==> src/rtl/bit_scan_mux.sv <==
// Single-bit channel multiplexer with a direct-select mode and a stepped scan mode.
// The scan mode latches a snapshot of every channel and presents one channel per step strobe.
module bit_scan_mux #(
  parameter int NUM_IN    = 10,
  parameter int SEL_WIDTH = 4,
  parameter int OUT_WIDTH = 32
) (
  input  logic                 clk,
  input  logic                 rst,
  input  logic [NUM_IN-1:0]    in_bits,
  input  logic [SEL_WIDTH-1:0] sel,
  input  logic                 mode,
  input  logic                 start,
  input  logic                 step,
  output logic [OUT_WIDTH-1:0] mux_out,
  output logic [SEL_WIDTH-1:0] cur_sel,
  output logic                 valid,
  output logic                 busy,
  output logic                 done
);

  if (NUM_IN < 2 || NUM_IN > 16) begin : g_bad_num_in
    $error("bit_scan_mux: NUM_IN must be in 2..16");
  end
  if ((2 ** SEL_WIDTH) < NUM_IN) begin : g_bad_sel_width
    $error("bit_scan_mux: SEL_WIDTH too narrow for NUM_IN");
  end
  if (OUT_WIDTH < 1) begin : g_bad_out_width
    $error("bit_scan_mux: OUT_WIDTH must be at least 1");
  end

  typedef enum logic {IDLE, SCAN} state_e;

  localparam logic [SEL_WIDTH-1:0] LAST_CH    = SEL_WIDTH'(NUM_IN - 1);
  localparam logic [SEL_WIDTH:0]   NUM_IN_EXT = (SEL_WIDTH + 1)'(NUM_IN);

  state_e               state_q, state_d;
  logic [SEL_WIDTH-1:0] cnt_q, cnt_d;
  logic [SEL_WIDTH-1:0] cur_sel_q, cur_sel_d;
  logic [NUM_IN-1:0]    snap_q, snap_d;
  logic                 bit_q, bit_d;
  logic                 valid_q, valid_d;
  logic                 busy_q, busy_d;
  logic                 done_q, done_d;
  logic                 sel_in_range;

  // Out-of-range selects read as zero rather than indexing past in_bits.
  assign sel_in_range = ({1'b0, sel} < NUM_IN_EXT);

  always_comb begin
    state_d   = state_q;
    cnt_d     = cnt_q;
    cur_sel_d = cur_sel_q;
    snap_d    = snap_q;
    bit_d     = bit_q;
    busy_d    = busy_q;
    valid_d   = 1'b0;
    done_d    = 1'b0;
    case (state_q)
      IDLE: begin
        if (mode) begin
          // start wins over a coincident step; the step is simply dropped
          if (start) begin
            snap_d  = in_bits;
            cnt_d   = '0;
            state_d = SCAN;
            busy_d  = 1'b1;
          end
        end else begin
          cur_sel_d = sel;
          bit_d     = sel_in_range ? in_bits[sel] : 1'b0;
        end
      end
      SCAN: begin
        if (step) begin
          bit_d     = snap_q[cnt_q];
          cur_sel_d = cnt_q;
          valid_d   = 1'b1;
          if (cnt_q == LAST_CH) begin
            done_d  = 1'b1;
            state_d = IDLE;
            busy_d  = 1'b0;
            cnt_d   = '0;
          end else begin
            cnt_d = cnt_q + 1'b1;
          end
        end
      end
      default: begin
        state_d = IDLE;
        busy_d  = 1'b0;
      end
    endcase
  end

  always_ff @(posedge clk) begin
    if (rst) begin
      state_q   <= IDLE;
      cnt_q     <= '0;
      cur_sel_q <= '0;
      snap_q    <= '0;
      bit_q     <= 1'b0;
      valid_q   <= 1'b0;
      busy_q    <= 1'b0;
      done_q    <= 1'b0;
    end else begin
      state_q   <= state_d;
      cnt_q     <= cnt_d;
      cur_sel_q <= cur_sel_d;
      snap_q    <= snap_d;
      bit_q     <= bit_d;
      valid_q   <= valid_d;
      busy_q    <= busy_d;
      done_q    <= done_d;
    end
  end

  assign mux_out = OUT_WIDTH'(bit_q);
  assign cur_sel = cur_sel_q;
  assign valid   = valid_q;
  assign busy    = busy_q;
  assign done    = done_q;

endmodule

==> config.mk <==
export PLATFORM = sky130hd
export DESIGN_NAME = bit_scan_mux
export DESIGN_NICKNAME = d
export VERILOG_FILES = /design/src/rtl/bit_scan_mux.sv
export SDC_FILE = /design/constraint.sdc
export NUM_CORES = 1
export LEC_CHECK = 0
export CELL_PAD_IN_SITES_DETAIL_PLACEMENT = 1
export CELL_PAD_IN_SITES_GLOBAL_PLACEMENT = 2
export CORE_ASPECT_RATIO = 0.75
export CORE_UTILIZATION = 25
export CTS_BUF_LIST = sky130_fd_sc_hd__clkbuf_16
export DETAILED_ROUTE_END_ITERATION = 16
export HOLD_SLACK_MARGIN = 0.02
export PLACE_DENSITY_LB_ADDON = 0.3
export SETUP_SLACK_MARGIN = 0.05
export SLEW_MARGIN = 10
export SYNTH_ARGS = -nofsm -noshare
export SYNTH_HDL_FRONTEND = slang
export SYNTH_SLANG_ARGS = --single-unit
==> constraint.sdc <==
create_clock -name clk -period 3 [get_ports clk]
set_clock_uncertainty 0.1 [all_clocks]
set_input_delay 0.9 -clock clk [delete_from_list [all_inputs] [get_ports clk]]
set_output_delay 0.9 -clock clk [all_outputs]
set_load 0.02 [all_outputs]
==> results.toml, run 1 <==
[outcome]
status = "complete, no violations"

[setup_path]
critPathKind = "in -> reg"
cp-start-kind = "input port"
cp_slowest_cell = "mux4_1"
path_buf_inv = 1
crit_fanout = 4
endpoint_kind = "flop"
critical_path.max_stage_delay_ns = 0.60
path_delay_family = "multiplexers"
critPathRequiredTime_ns = 3.05
crit_path_cell_trace = "clkdlybuf4s50_1 > mux4_1 > mux2i_1 > o21ai_1 > o2111a_1"
cp.arrival_ns = 2.42

[cells_and_area]
multi_input_area_um2 = 690.7
area_growth_pct = 20.90
n_antenna_cell = 0
mostFrequentLayoutCells = "conb_1, clkdlybuf4s50_1, dfxtp_1"
final_common_cell = "conb_1"
drive_gt1_frac = 0.05556
seqCellArea_um2 = 460.4
final_nets = 200
fin_util = 0.3222
nFillCells = 619

[route]
drt-initial-drc-count = 37
num_vias = 1075
viasPerCell = 4.266
drt.antenna.violating_nets = 0
drt-total-wl_mm = 3.209
wire_per_inst_um = 12.73
drc = 0
dr.pass1.iters = 4

[pwr]
total_power_uw = 772.5
power_leakage_nw = 0.6416
ir_worst_vdd_uv = 143.2
powerDensity_mw_per_mm2 = 478.6

[floorplanning]
initial_utilization = 0.2665
dieArea_mm2 = 0.005639
core_mm2 = 0.005010
pin_count = 58
die_w_um = 86.38
num_rows = 22
die_h_um = 65.29

[cts]
h-tree-depth = 1
cts_num_sinks = 23
post_cts_buffers = 0
numCtsBuffers = 3
insertion_delay_ns = 0.25
root_buffer = "clkbuf_16"
cts.path.max_buffers = 2
cts_tree = "built"
cts_hold_buf = 0
clkTransAtPathRegs_ns = 0.06
cts_resized = 0

[timing]
report.final.hold_viol_count = 0
drv_slew = 0
rsz0062_at_grt = "false"
finalSetupViolations = 0
period_needed_ns = 2.373
slew_headroom = 0.4896
tightest_slew_ns = 0.7632
fmax_mhz = 421.5
min_period_over_period = 0.7909
whs_ns = 0.3588
fin_setup_tns_ns = 0

[synth]
syn_avg_cell_area_um2 = 8.503
yosys.area_share.simple = 0.1593
synth_top_family_by_area = "buffers and inverters"
synth_fa_ha_area_frac = 0
seq_area_frac_synth = 0.3449
netlist_area_mm2 = 0.001335
yosysWarnings = 0
synth_mux_area_frac = 0.1331
synth_xor_area_frac = 0
synth_compound_area_frac = 0.1378
ys_types = 30
synth-seq-cells = 23
syn_inst = 157

[grt]
grt_pass1_wl_mm = 5.147
groute.usage.overall = 0.1200
antenna_found_initial = 0
grt.overflow.total = 0
grt_max_degree = 20
grt_pass1_vias = 1029

[place]
dp_hpwl_mm = 2.440
gp_congestion = 0.7360
portBuffers = 26

[min_path]
hold_class = "reg -> reg"

[flow_run]
max_cap_viol_count = 0
[registers in the layout, indices dropped and copies added (netlist names)]
register,flops
snap_q,10
cnt_q,4
cur_sel,4
bit_q,1
busy,1
done,1
state_q,1
valid,1
[area by class of cell]
type	count	share of cell area
inverters	3	0.006977
repair buffers	29	0.1752
well taps	72	0.05581
clock inverters	1	0.002326
clock buffers	3	0.04651
flip-flops and latches	23	0.2853
multi-input cells	121	0.4279
[kinds of logic after synthesis]
logic type	count (synthesis)
AND/OR/NAND/NOR	46
buffers and inverters	43
AO/OA/AOI/OAI	31
flip-flops	23
multiplexers	13
other	1
[layer usage]
metal	global-route usage	wire length [um]	up-vias
met5	0	0	-
met4	0.01875	8	0
met3	0.03518	130	2
met2	0.2014	1529	31
met1	0.1555	1540	521
li1	-	-	521
[stage by stage]
stage / instance area [um^2] / instances / worst slack (ns)
final: 1614 / 252 / 0.6272
after global routing: 1614 / 252 / 0.5722
after CTS: 1614 / 252 / 0.6146
after detailed placement: 1535 / 248 / 0.3516
after global placement: 1535 / 248 / 0.3973
after floorplan: 1448 / 187 / 1.051
[worst min-delay path: cells and delay by family (launching register included)]
family,cells,cell delay (ns)
simple gates,1,0.05
compound gates,1,0.05
flops,1,0.31
[synthesized netlist by cell type, drive strengths merged]
cell,n,area [um^2]
a211oi,5,37.54
a21oi,17,85.08
a221o,1,10.01
a311oi,1,8.760
a31oi,1,6.260
and2,1,6.260
and3b,1,8.760
buf,37,274.0
clkbuf,3,11.26
conb,1,3.750
dfxtp,23,460.4
inv,3,11.26
mux2,2,22.52
mux2i,8,80.08
mux4,3,75.07
nand2,22,82.58
nand2b,1,6.260
nand3,1,5.000
nand3b,1,7.510
nor2,11,41.29
nor2b,2,20.02
nor3,4,20.02
nor3b,2,15.01
o2111a,1,11.26
o21ai,5,25.02
[worst paths after layout]
path	slack, ns	end	start	cells past startpoint
worst max register to register	1.26	cnt_q[2]$_SDFFE_PP0P_	state_q$_SDFF_PP0_	4
worst max-delay path	0.63	bit_q$_SDFFE_PP0P_	sel[0]	5
worst min register to register	0.36	snap_q[4]$_SDFFE_PP0P_	snap_q[4]$_SDFFE_PP0P_	2
worst min-delay path	0.36	snap_q[4]$_SDFFE_PP0P_	snap_q[4]$_SDFFE_PP0P_	2
[report_power, final]
part | internal (mW) | leakage [nW] | switching (mW)
Combinational | 0.0609 | 0.411 | 0.0879
Clock | 0.178 | 0.0423 | 0.112
Sequential | 0.321 | 0.188 | 0.0134
(Power assumes the default switching activity.)
==> run 2, diff against run 1 <==
--- a/config.mk
+++ b/config.mk
@@ -8,7 +8,7 @@
 export CELL_PAD_IN_SITES_DETAIL_PLACEMENT = 1
 export CELL_PAD_IN_SITES_GLOBAL_PLACEMENT = 2
 export CORE_ASPECT_RATIO = 0.75
-export CORE_UTILIZATION = 25
+export CORE_UTILIZATION = 21
 export CTS_BUF_LIST = sky130_fd_sc_hd__clkbuf_16
 export DETAILED_ROUTE_END_ITERATION = 16
 export HOLD_SLACK_MARGIN = 0.02
==> constraint.sdc (replaced) <==
create_clock -name clk -period 2.1 [get_ports clk]
set_clock_uncertainty 0.1 [all_clocks]
set_input_delay 0.63 -clock clk [delete_from_list [all_inputs] [get_ports clk]]
set_output_delay 0.63 -clock clk [all_outputs]
set_load 0.02 [all_outputs]
==> run 2 against run 1 <==
Effect of this change: first-iteration DRC count shrank 73%; cell area rose by 3.5%; via count rose by 1.4%; setup slack got worse by 0.48 ns; largest power group unchanged; non-clock buffer count increased by 5; clock-buffer cell count unchanged; global-route usage shrank 1.3 points; register-to-register slack worse by 0.81 ns; hold slack lost 0.0016 ns; combinational power is 52% higher; total power grew 45%; sequential power rose by 42%.
==> results.toml, run 2 (synthesis gave the netlist of run 1 again) <==
[outcome]
status = "complete, no violations"

[floorplanning]
die_w_um = 94.07
num_rows = 24
core_mm2 = 0.005976
pin_count = 58
initial_utilization = 0.2234
die_h_um = 71.05
dieArea_mm2 = 0.006683

[timing]
report.final.hold_viol_count = 0
min_period_over_period = 0.9315
period_needed_ns = 1.956
drv_slew = 0
finalSetupViolations = 0
whs_ns = 0.3572
fmax_mhz = 511.2
rsz0062_at_grt = "false"

[setup_path]
reg2reg_to = "bit_q$_SDFFE_PP0P_"
crit_fanout = 2
rrSetupSlack_ns = 0.45
cp-start-kind = "flop"
cp.arrival_ns = 1.23
cp_slowest_cell = "clkdlybuf4s50_1"
path_delay_family = "buffers and inverters"
path_buf_inv = 1
critPathKind = "reg -> out"
rr_startpoint = "cnt_q[0]$_SDFFE_PP0P_"
critPathRequiredTime_ns = 1.37
crit_path_cell_trace = "clkdlybuf4s50_1"
ff2ff_path_depth = 4
endpoint_kind = "output port"
critical_path.max_stage_delay_ns = 0.62

[route]
drt-total-wl_mm = 3.341
num_vias = 1090
dr.pass1.iters = 4
wire_per_inst_um = 12.70
viasPerCell = 4.144
drc = 0
drt.antenna.violating_nets = 0
drt-initial-drc-count = 10

[grt]
grt_pass1_vias = 1037
grt_pass1_wl_mm = 5.437
antenna_found_initial = 0
groute.usage.overall = 0.1074
grt_max_degree = 24
grt.overflow.total = 0

[cts]
numCtsBuffers = 3
cts.path.max_buffers = 2
insertion_delay_ns = 0.26
h-tree-depth = 1
root_buffer = "clkbuf_16"
cts_tree = "built"
cts_hold_buf = 0
cts_num_sinks = 23
clkTransAtPathRegs_ns = 0.06

[place]
gp_congestion = 0.7234
portBuffers = 26
dp_hpwl_mm = 2.608

[pwr]
ir_worst_vdd_uv = 254.1
total_power_mw = 1.117
powerDensity_mw_per_mm2 = 668.9
power_leakage_nw = 0.6709

[cells_and_area]
area_growth_pct = 25.12
fin_util = 0.2795
n_antenna_cell = 0
top_register = "snap_q"
final_nets = 205
largest_reg_flops = 10
mostFrequentLayoutCells = "conb_1, clkdlybuf4s50_1, dfxtp_1"
final_common_cell = "conb_1"
drive_gt1_frac = 0.08108

[flow_run]
max_cap_viol_count = 0

[min_path]
min-delay-start = "snap_q[4]$_SDFFE_PP0P_"
holdPathStages = 2
hold_class = "reg -> reg"
hold_path_end = "snap_q[4]$_SDFFE_PP0P_"
run 2: how the worst max path moves through the flow:
stage	from	cells past startpoint	end	slack, ns
global route	bit_q$_SDFFE_PP0P_	1	mux_out[0]	0.11
CTS	bit_q$_SDFFE_PP0P_	1	mux_out[0]	0.14
detailed placement	sel[0]	5	bit_q$_SDFFE_PP0P_	-0.24
finish	bit_q$_SDFFE_PP0P_	1	mux_out[0]	0.14
global placement	sel[0]	5	bit_q$_SDFFE_PP0P_	-0.20
floorplan	sel[0]	4	bit_q$_SDFFE_PP0P_	0.42
run 2: report_power, final:
part           total [mW]  leakage (nW)  switching [mW]  internal [mW]
registers           0.473         0.188          0.0146          0.458
clock network       0.418        0.0423           0.163          0.255
logic               0.227         0.440           0.132         0.0951
total                1.12         0.671           0.310          0.808
run 2: repair_timing:
action,4_1_cts,5_1_grt
resized for setup,1,0
setup buffers,0,0
endpoints found under the setup margin,1,0
run 2: cell type report:
type                            count  area [um^2]
Clock buffer                        3        75.07
Clock inverter                      1        3.754
Fill cell                         719         4305
Inverter                            3        11.26
Multi-Input combinational cell    121        690.7
Sequential cell                    23        460.4
Tap cell                           78        97.59
Timing Repair Buffer               34        331.6
run 2: worst min-delay path: stages (launching register included):
cell,delay (ns)
dfxtp_1,0.31
nand2_1,0.05
a21oi_1,0.05
run 2: per-layer routing:
metal	GRT usage	vias to the layer above	wire length, um
met3	0.02903	2	131
met1	0.1416	530	1600
met5	0	-	0
met2	0.1744	26	1592
li1	-	532	-
met4	0.02564	0	17
run 2: per-stage QoR:
stage	cell area, um^2	std cells	setup WS (ns)	TNS (ns)
6_report	1670	263	0.1439	0
3_5_place_dp	1593	259	-0.2443	-0.2443
2_1_floorplan	1448	187	0.4209	0
4_1_cts	1670	263	0.1398	0
3_3_place_gp	1593	259	-0.2043	-0.2043
5_1_grt	1670	263	0.1073	0
